File: src/rtl/ram_ctrl.sv
// Request sequencer for the 8x8 SRAM: single-byte read/write over valid/ready,
// and a clear sweep that writes CLR_VALUE to all eight addresses.
module ram_ctrl #(
    parameter logic       WR_OP     = 1'b1,
    parameter int         RD_WAIT   = 1,
    parameter logic [7:0] CLR_VALUE = 8'h00
) (
    input  logic       clk,
    input  logic       rst,
    input  logic       req_valid,
    output logic       req_ready,
    input  logic       req_we,
    input  logic [2:0] req_addr,
    input  logic [7:0] req_wdata,
    input  logic       clr_start,
    output logic       busy,
    output logic       clr_done,
    output logic       rsp_valid,
    output logic [7:0] rsp_rdata,
    output logic [7:0] ram_inp,
    output logic [2:0] ram_addr,
    output logic       ram_op,
    output logic       ram_sel,
    input  logic [7:0] ram_outp
);

    // Handshake: a request transfers on a rising edge where req_valid and
    // req_ready are both high; req_* are ignored in every other cycle.

    typedef enum logic [2:0] {
        IDLE,
        WR,
        WR_REL,
        RD,
        RD_CAP,
        CLR_WR,
        CLR_REL
    } state_t;

    localparam logic [1:0] WAIT_LAST = 2'(RD_WAIT - 1);

    state_t     state_q, state_d;
    logic       sel_q, sel_d;
    logic       op_q, op_d;
    logic [7:0] inp_q, inp_d;
    logic [2:0] addr_q, addr_d;
    logic       rsp_valid_q, rsp_valid_d;
    logic [7:0] rdata_q, rdata_d;
    logic       clr_done_q, clr_done_d;
    logic [2:0] cnt_q, cnt_d;
    logic [1:0] wait_q, wait_d;

    always_ff @(posedge clk) begin
        if (rst) begin
            state_q     <= IDLE;
            sel_q       <= 1'b0;
            op_q        <= ~WR_OP;
            inp_q       <= 8'h00;
            addr_q      <= 3'd0;
            rsp_valid_q <= 1'b0;
            rdata_q     <= 8'h00;
            clr_done_q  <= 1'b0;
            cnt_q       <= 3'd0;
            wait_q      <= 2'd0;
        end else begin
            state_q     <= state_d;
            sel_q       <= sel_d;
            op_q        <= op_d;
            inp_q       <= inp_d;
            addr_q      <= addr_d;
            rsp_valid_q <= rsp_valid_d;
            rdata_q     <= rdata_d;
            clr_done_q  <= clr_done_d;
            cnt_q       <= cnt_d;
            wait_q      <= wait_d;
        end
    end

    always_comb begin
        state_d     = state_q;
        sel_d       = sel_q;
        op_d        = op_q;
        inp_d       = inp_q;
        addr_d      = addr_q;
        rsp_valid_d = 1'b0;
        rdata_d     = rdata_q;
        clr_done_d  = 1'b0;
        cnt_d       = cnt_q;
        wait_d      = wait_q;
        case (state_q)
            IDLE: begin
                // A clear request takes priority and blocks the same-cycle request.
                if (clr_start) begin
                    state_d = CLR_WR;
                    sel_d   = 1'b1;
                    op_d    = WR_OP;
                    inp_d   = CLR_VALUE;
                    addr_d  = 3'd0;
                    cnt_d   = 3'd0;
                end else if (req_valid) begin
                    sel_d  = 1'b1;
                    addr_d = req_addr;
                    wait_d = 2'd0;
                    if (req_we) begin
                        state_d = WR;
                        op_d    = WR_OP;
                        inp_d   = req_wdata;
                    end else begin
                        state_d = RD;
                        op_d    = ~WR_OP;
                    end
                end
            end
            WR: begin
                sel_d   = 1'b0;
                state_d = WR_REL;
            end
            WR_REL: state_d = IDLE;
            RD: begin
                if (wait_q == WAIT_LAST) begin
                    sel_d       = 1'b0;
                    rdata_d     = ram_outp;
                    rsp_valid_d = 1'b1;
                    state_d     = RD_CAP;
                end else begin
                    wait_d = wait_q + 2'd1;
                end
            end
            RD_CAP: state_d = IDLE;
            CLR_WR: begin
                sel_d   = 1'b0;
                state_d = CLR_REL;
            end
            CLR_REL: begin
                if (cnt_q == 3'd7) begin
                    clr_done_d = 1'b1;
                    state_d    = IDLE;
                end else begin
                    cnt_d   = cnt_q + 3'd1;
                    addr_d  = cnt_q + 3'd1;
                    sel_d   = 1'b1;
                    state_d = CLR_WR;
                end
            end
            default: state_d = IDLE;
        endcase
    end

    assign req_ready = (state_q == IDLE) && !clr_start;
    assign busy      = (state_q != IDLE);
    assign clr_done  = clr_done_q;
    assign rsp_valid = rsp_valid_q;
    assign rsp_rdata = rdata_q;
    assign ram_inp   = inp_q;
    assign ram_addr  = addr_q;
    assign ram_op    = op_q;
    assign ram_sel   = sel_q;

endmodule

File: config.mk
export PLATFORM = sky130hd
export DESIGN_NAME = ram_ctrl
export DESIGN_NICKNAME = d
export VERILOG_FILES = /design/src/rtl/ram_ctrl.sv
export SDC_FILE = /design/constraint.sdc
export NUM_CORES = 1
export LEC_CHECK = 0
export CELL_PAD_IN_SITES_DETAIL_PLACEMENT = 0
export CELL_PAD_IN_SITES_GLOBAL_PLACEMENT = 1
export CORE_MARGIN = 1.5
export CORE_UTILIZATION = 29
export CTS_CLUSTER_DIAMETER = 200
export CTS_CLUSTER_SIZE = 30
export DETAILED_ROUTE_END_ITERATION = 16
export HOLD_SLACK_MARGIN = 0.06
export MAX_ROUTING_LAYER = met4
export PLACE_DENSITY = 0.82
export SYNTH_ARGS = -nofsm -noshare
export SYNTH_HDL_FRONTEND = slang
export SYNTH_SLANG_ARGS = --single-unit
export TNS_END_PERCENT = 30
File: constraint.sdc
create_clock -name clk -period 1.55 [get_ports clk]
set_clock_uncertainty 0.1 [all_clocks]
set_input_delay 0.155 -clock clk [delete_from_list [all_inputs] [get_ports clk]]
set_output_delay 0.155 -clock clk [all_outputs]
set_load 0.1 [all_outputs]
; Yosys cells after proc, flatten, opt, wreduce, memory -nomap -nowiden
; Cells that the tools add are included.
[word_totals]
latch_bits = 0
mem_count = 0
ramBits = 0
register_bits = 31
word_cells = 76
mem_bits_ro = 0
in_bits = 24
[op_classes]
reduce_logical = 21
div = 0
addsub = 2
bitwise_logic = 2
shifts = 0
multipliers = 0
mux = 29
eq_ne = 12
order_cmp = 0
[op_table]
columns = operator, count
row1 = $mux W3, 8
row2 = $mux W8, 3
row3 = $pmux W3 S5, 1
row4 = $ne A2 B2 Y1 const B, 6
row5 = $pmux W3 S2, 2
row6 = $eq A3 B3 Y1 const B, 3
row7 = $mux W1, 9
row8 = $reduce_and A3 Y1, 3
row9 = $mux W2, 4
row10 = $reduce_and A4 Y1, 2
row11 = $reduce_bool A2 Y1, 4
row12 = $reduce_and A2 Y1, 3
row13 = $reduce_or A2 Y1, 3
row14 = $pmux W1 S4, 1
row15 = $pmux W2 S2, 1
row16 = $reduce_bool A4 Y1, 1
row17 = $add A3 B1 Y3 const B, 1
row18 = $eq A3 B1 Y1 const B, 1
row19 = $eq A3 B2 Y1 const B, 1
row20 = $logic_not A3 Y1, 1
row21 = $ne A3 B3 Y1 const B, 1
row22 = $reduce_bool A3 Y1, 1
row23 = $add A2 B1 Y2 const B, 1
row24 = $logic_not A2 Y1, 1
row25 = 3 further kinds, 4

; Depth between registers and ports, before layout
; Gate-level depths: netlist (run 1).
[depth]
word_depth = 4
depth_mapped = 6

; Worst setup path after synthesis (run 1)
; Ideal clock, no wire load.
[synth_timing]
path_type = reg2reg
from = register state_q[0]
to = register inp_q[1], in the netlist ram_inp[1]
required_ns = 1.379
period_less_slack_ns = 2.543
slack_ns = -0.993
stages_incl_launch_ff = 7
n_path_buf = 2
arrival_time_ns = 2.372
setup_time_ns = 0.071
path_cell_list = dfxtp_1 buf_6 or3_1 buf_2 nor2_2 o2111ai_1 a21oi_1
[synth_between]
elab_chain_len = 2
[synth_lines]
columns = item, line_no
row1 = start: declaration, 42  ; state_t state_q, state_d;
row2 = start signal: assignment, 66  ; state_q <= state_d;
row3 = $logic_not A3 Y1, 90  ; case (state_q)
row4 = $reduce_and A3 Y1 (no source line), n/a
row5 = end signal: assignment, 69  ; inp_q <= inp_d;
row6 = end: declaration, 45  ; logic [7:0] inp_q, inp_d;
; Every way passes these cells.
; A chain may end at the register's enable or synchronous reset.

; Worst setup path after layout (run 1)
[layout_timing]
from = register state_q[0]
to = output req_ready
[layout_between]
elab_chain_len = 2
[layout_lines]
columns = item, line_no
row1 = $logic_not A3 Y1, 149  ; assign req_ready = (state_q == IDLE) && !clr_start;
row2 = $logic_and A1 B1 Y1, 149
row3 = end: declaration, 11  ; output logic req_ready,
; Every way passes these cells.

==> impl_results.md, run 1 <==
* Result of the run: finished with violations
* Violated checks: setup timing
* Flop-to-flop setup slack at -0.12 ns
* Total CTS buffers at 5
* Number of buffers inserted for hold repair after clock tree synthesis at 0
* Minimum hold slack at 0.323 ns
* Final weighted congestion in routability-driven placement at 0.784
* DPL Wire Length at 2630 um
* Leading cell type in the layout, fill and taps excluded: sky130_fd_sc_hd__dfxtp_1
* Number of optimization iterations in the first detailed-route pass at 6
* Final Net Count at 262
* Remaining Overflow, GRT at 0
* Effective utilization at floorplan at 30.3%
* Clock latency reported for the late side of the worst-skew pair at 0.28 ns
* Per-cell via count in the routed design at 4.50
* Buffer levels on the longest clock path at 2
* Largest net degree at the start of global routing at 20
* Endpoint of the worst-slack reg-to-reg timing path: ram_inp[6]$_SDFFE_PP0P_
* Core region area at 4750 um2
* Fraction of layout cells with a size suffix above 1 at 33.9%
* Routed via count at 1362
* WS Path Type: reg -> out
* Residual antenna-violating net count after detailed routing at 0
* Share of synthesized cell area in and, or, nand and nor gates at 25.7%
* Die area at 5400 um2
* Crit path setup slack, layout at -0.148 ns
* Max Slew Vio Count at 0
* Count of routing violations after the opening detailed-route iteration at 45
* Number of antenna violations at the first check in global routing at 0
* Actual transition at the worst max-transition pin at 0.311 ns
* Relative max-transition margin at 79.3%
* Global-route wire length before repair at 5760 um
* Sort of element at the start of the critical path: register
* HP Class: in -> reg
* Vert. Die Dim at 73.5 um
* Synth warn at 0
* Worst Path Max Fanout at 4
* Number of remaining DRC errors at 0
* Post-synth top flop: sky130_fd_sc_hd__dfxtp_1
* CP Capture Point: req_ready
* Die W at 73.5 um
* Count of boundary I/O pins at 49
* Detailed-route wire length at 3490 um
* Inst Count DP at 291
* Sort of element at the end of the critical path: primary output
* Fin crit period at 1.70 ns
* Logic depth of the worst register-to-register path at 6
* VDD IR max at 0.000642 V
* Post-synth EDFFs at 0
* Part of the Yosys area used for sequential elements at 43.1%
* Unrepaired setup endpoints after global routing: true
* Cell Area, Synth at 1440 um2
* Setup TNS after final layout at -1.18 ns
* Synthesized-area fraction occupied by ao, oa, aoi and oai cells at 14.0%
* Clock Root Buffer: sky130_fd_sc_hd__clkbuf_8
* Highest-count cells in the layout ignoring fill and taps: 30 x sky130_fd_sc_hd__dfxtp_1, 26 x sky130_fd_sc_hd__buf_12, 22 x sky130_fd_sc_hd__clkdlybuf4s50_1
* Total count of hold-check failures in the final report at 0
* Cells after synthesis at 163
* Launch point of the worst path: state_q[0]$_SDFFE_PP0P_
* GRT Util Overall at 14.5%
* Synthesized-area fraction occupied by xor and xnor cells at 0.608%
* Share of synthesized flip-flops with an asynchronous set or reset at 0%
* Setup-failing EPs final at 14
* Post-detailed-route wirelength per cell at 11.5 um
* Mux cell area share after synthesis at 9.30%
* Leakage component of the power at 1.08 nW
* Max-cap viol count at 0
* Non-filler cells, final at 303
* Number of I/O port buffers at 48
* Combinational family with the most area after synthesis: simple AND/OR/NAND/NOR gates
* Arithmetic-cell share of the synthesized area counting full adders, half adders and majority gates at 2.61%
* Area growth from synthesis to final layout at 79.8%
* Distinct cell type count of the synthesized netlist at 37
* Syn_area_per_cell at 8.84 um2
* Clock-pin slew on the worst setup and hold paths at 0.06 ns
* Startpoint of the worst-slack reg-to-reg timing path: state_q[0]$_SDFFE_PP0P_
* Pre-CTS setup slack at -0.375 ns
* Data arrival time at the worst-slack endpoint at 1.44 ns
* Via count of the first global-routing pass at 1291
* Worst path required time at 1.29 ns
* Number of antenna cells inserted at 0
* # H-tree levels at 2
* Highest clock rate at 0.589 GHz
* Share of the clock period used by the worst path after layout at 110%
* Cell area power density at 1110 nW/um2
* Yosys reg bits at 31
* Clock tree sinks at 31
* Site Rows at 25
* Fraction of the core area covered by cells at the end of the flow at 54.4%
* Post-Synthesis Net Count at 190
* TritonCTS clock tree: done
## layout make-up
cell class                      count  area [um2]
Clock inverter                      1        5.00
Inverter                            5        18.8
Sequential cell                    31         622
Clock buffer                        7        76.3
Tap cell                           67        83.8
Multi-Input combinational cell    117         812
Fill cell                         454        2170
Timing Repair Buffer               75         971
## Yosys cell counts, types with 2 or more instances
master / count / area, um2
sky130_fd_sc_hd__mux2i_1: 10 / 100
sky130_fd_sc_hd__inv_1: 5 / 18.8
sky130_fd_sc_hd__and3b_1: 2 / 17.5
sky130_fd_sc_hd__clkbuf_1: 6 / 22.5
sky130_fd_sc_hd__nor2_1: 19 / 71.3
sky130_fd_sc_hd__a211oi_1: 2 / 15.0
sky130_fd_sc_hd__nand3b_1: 2 / 15.0
sky130_fd_sc_hd__buf_2: 3 / 15.0
sky130_fd_sc_hd__a22oi_1: 2 / 15.0
sky130_fd_sc_hd__nor2b_1: 11 / 68.8
sky130_fd_sc_hd__nand2b_1: 3 / 18.8
sky130_fd_sc_hd__ha_1: 3 / 37.5
sky130_fd_sc_hd__a21oi_1: 15 / 75.1
sky130_fd_sc_hd__nand2_1: 22 / 82.6
sky130_fd_sc_hd__nor3_1: 2 / 10.0
sky130_fd_sc_hd__mux2_1: 3 / 33.8
sky130_fd_sc_hd__dfxtp_1: 31 / 621
sky130_fd_sc_hd__o21ai_0: 3 / 15.0
## worst max-delay path, cell delays in order (launching register included)
cell	delay [ns]
sky130_fd_sc_hd__dfxtp_2	0.33
sky130_fd_sc_hd__buf_6	0.11
sky130_fd_sc_hd__or3_4	0.40
sky130_fd_sc_hd__nor2_4	0.13
sky130_fd_sc_hd__buf_12	0.18
## worst min-delay path by stage
stage	start	endpoint	slack, ns	cells after the start
6_report	ram_outp[3]	rsp_rdata[3]$_SDFFE_PP0P_	0.32	3
5_1_grt	ram_outp[3]	rsp_rdata[3]$_SDFFE_PP0P_	0.33	3
2_1_floorplan	ram_outp[0]	rsp_rdata[0]$_SDFFE_PP0P_	0.19	2
3_5_place_dp	wait_q[0]$_SDFFE_PP0P_	wait_q[0]$_SDFFE_PP0P_	0.36	2
4_1_cts	ram_outp[3]	rsp_rdata[3]$_SDFFE_PP0P_	0.32	3
3_3_place_gp	wait_q[0]$_SDFFE_PP0P_	wait_q[0]$_SDFFE_PP0P_	0.35	2
## sequential cells by signal (all words and copies together) (netlist names)
name and flops:
rsp_valid 1, rsp_rdata 8, ram_op 1, clr_done 1
cnt_q 3, state_q 3, ram_sel 1, ram_inp 8
wait_q 2, ram_addr 3
## cell families (layout without fill, tap and decap cells)
| family | Yosys count | count (layout) |
|---|---|---|
| compound gates | 30 | 30 |
| xor+xnor | 1 | 1 |
| fa+ha+maj | 3 | 3 |
| buf+inv | 15 | 88 |
| flops | 31 | 31 |
| mux | 13 | 13 |
| simple gates | 70 | 70 |
## repair_timing
| item | 4_1_cts | 5_1_grt |
|---|---|---|
| setup endpoints to repair | 17 | 31 |
| pin swaps | 4 | 6 |
| resized for setup | 13 | 11 |
| setup buffers | 3 | 1 |
## where the power goes
part | internal [mW] | switching [mW]
combinational | 0.588 | 0.747
clock | 0.314 | 0.290
sequential | 0.860 | 0.0656
total | 1.76 | 1.10
## layer usage
metal	routed length (um)	GRT usage, %	vias to the layer above
met2	1870	24.4	32
met1	1420	16.5	633
li1	-	-	690
met3	150	3.84	7
met5	0	-	-
met4	50	4.94	0
## per-stage QoR
stage	instance area, um2	power [mW]
2_1_floorplan	1470	1.74
3_3_place_gp	2400	2.18
3_5_place_dp	2400	2.18
4_1_cts	2550	2.85
5_1_grt	2590	3.00
6_report	2590	2.86
No activity file was read; power rests on OpenSTA's default activity.
==> inputs of run 2 (changes only) <==
--- a/config.mk
+++ b/config.mk
@@ -7,14 +7,16 @@
 export LEC_CHECK = 0
 export CELL_PAD_IN_SITES_DETAIL_PLACEMENT = 0
 export CELL_PAD_IN_SITES_GLOBAL_PLACEMENT = 1
+export CORE_ASPECT_RATIO = 2
 export CORE_MARGIN = 1.5
-export CORE_UTILIZATION = 29
+export CORE_UTILIZATION = 30
+export CTS_BUF_LIST = sky130_fd_sc_hd__clkbuf_8
 export CTS_CLUSTER_DIAMETER = 200
 export CTS_CLUSTER_SIZE = 30
 export DETAILED_ROUTE_END_ITERATION = 16
 export HOLD_SLACK_MARGIN = 0.06
 export MAX_ROUTING_LAYER = met4
-export PLACE_DENSITY = 0.82
+export PLACE_DENSITY = 0.84
 export SYNTH_ARGS = -nofsm -noshare
 export SYNTH_HDL_FRONTEND = slang
 export SYNTH_SLANG_ARGS = --single-unit
==> impl_results.md, run 2 (synthesis results as in run 1) <==
* Buffer levels on the longest clock path at 2
* Count of routing violations after the opening detailed-route iteration at 14
* Number of I/O port buffers at 48
* Site Rows at 35
* Post-detailed-route wirelength per cell at 13.5 um
* Unrepaired setup endpoints after global routing: true
* Detailed-route wire length at 3940 um
* Clock-pin slew on the worst setup and hold paths at 0.06 ns
* Max-cap viol count at 0
* Max Slew Vio Count at 0
* Highest clock rate at 0.574 GHz
* Sort of element at the start of the critical path: register
* HP Class: in -> reg
* Per-cell via count in the routed design at 4.68
* Via count of the first global-routing pass at 1352
* Routed via count at 1371
* TritonCTS clock tree: done
* Worst path required time at 1.29 ns
* Cells along the critical path: buf_6, or3_4, nor2_4, buf_12
* Violated checks: setup timing
* Minimum hold slack at 0.272 ns
* Remaining Overflow, GRT at 0
* Leakage component of the power at 1.13 nW
* Fin crit period at 1.74 ns
* Number of antenna cells inserted at 0
* Pre-CTS setup slack at -0.401 ns
* Core region area at 4600 um2
* Total count of hold-check failures in the final report at 0
* Largest net degree at the start of global routing at 23
* Sequential standard cell area at 633 um2
* Count of boundary I/O pins at 49
* Final weighted congestion in routability-driven placement at 0.805
* # H-tree levels at 2
* Clock Root Buffer: sky130_fd_sc_hd__clkbuf_8
* Clock latency reported for the late side of the worst-skew pair at 0.28 ns
* Result of the run: finished with violations
* Residual antenna-violating net count after detailed routing at 0
* Design Power at 3.15 mW
* Share of the clock period used by the worst path after layout at 112%
* Logic depth of the worst register-to-register path at 4
* Vert. Die Dim at 101 um
* Number of antenna violations at the first check in global routing at 0
* Sort of element at the end of the critical path: primary output
* Effective utilization at floorplan at 31.3%
* WS Path Type: reg -> out
* Setup TNS after final layout at -1.27 ns
* Crit path setup slack, layout at -0.193 ns
* Number of optimization iterations in the first detailed-route pass at 4
* Die area at 5250 um2
* Die W at 52.0 um
* VDD IR max at 0.00119 V
* Highest-count cells in the layout ignoring fill and taps: 26 x sky130_fd_sc_hd__buf_12, 25 x sky130_fd_sc_hd__dfxtp_1, 23 x sky130_fd_sc_hd__buf_4
* Clock tree sinks at 31
* Fraction of layout cells with a size suffix above 1 at 38.2%
* GRT Util Overall at 16.4%
* Relative max-transition margin at 79.3%
* Area of the multi-input gates at 863 um2
* Fill cell count at 384
* Worst hold path cell count at 3
* Actual transition at the worst max-transition pin at 0.309 ns
* Setup-failing EPs final at 13
* Slowest stage delay, CP at 0.41 ns
* Data arrival time at the worst-slack endpoint at 1.49 ns
* Leading cell type in the layout, fill and taps excluded: sky130_fd_sc_hd__buf_12
* Global-route wire length before repair at 6300 um
* Final Net Count at 264
* Number of remaining DRC errors at 0
* DPL Wire Length at 2900 um
* Area growth from synthesis to final layout at 86.3%
* Total CTS buffers at 5
* Cell area power density at 1170 nW/um2
* Worst Path Max Fanout at 4
* Slowest cell on the critical path: sky130_fd_sc_hd__or3_4
run 2: final timing paths:
path | start | endpoint | slack (ns)
worst max-delay path | state_q[0]$_SDFFE_PP0P_ | req_ready | -0.19
worst min-delay path | req_valid | ram_inp[1]$_SDFFE_PP0P_ | 0.27
worst max register to register | state_q[1]$_SDFFE_PP0P_ | wait_q[1]$_SDFFE_PP0P_ | -0.13
worst min register to register | rsp_rdata[7]$_SDFFE_PP0P_ | rsp_rdata[7]$_SDFFE_PP0P_ | 0.39
run 2: stage by stage:
stage / cell area [um2] / utilization [%] / std cells
3_3_place_gp: 2390 / 51.9 / 281
4_1_cts: 2550 / 55.5 / 290
3_5_place_dp: 2390 / 51.9 / 281
5_1_grt: 2680 / 58.3 / 293
2_1_floorplan: 1470 / - / 163
6_report: 2680 / 58.3 / 293
run 2: layout make-up:
type                    count  share of cell area [%]
multi-input cells         117                    32.2
well taps                  55                    2.57
inverters                   5                   0.700
repair buffers             77                    36.6
flip-flops and latches     31                    23.6
clock inverters             2                    1.31
clock buffers               6                    3.08
run 2: layer usage:
metal,share of wire [%],GRT usage [%]
met5,0,-
met4,3.1,9.72
met3,2.8,3.26
met2,59,27.1
met1,35,17.4
run 2: report_power, final:
part	total [mW]	switching, mW	leakage [nW]	internal, mW
Combinational	1.38	0.765	0.816	0.616
Sequential	0.940	0.0767	0.255	0.863
Clock	0.831	0.311	0.0612	0.520
Total	3.15	1.15	1.13	2.00
run 2: worst max-delay path: cells and delay by family, from the launching register on:
family | cells | cell delay (ns)
buf+inv | 2 | 0.29
flops | 1 | 0.34
simple gates | 2 | 0.57
run 2: what timing repair did:
action                     4_1_cts  5_1_grt
pin swaps                        4       11
setup endpoints to repair       16       31
gates resized for setup         11       26
hold buffers                     0        0
setup buffers                    1        3
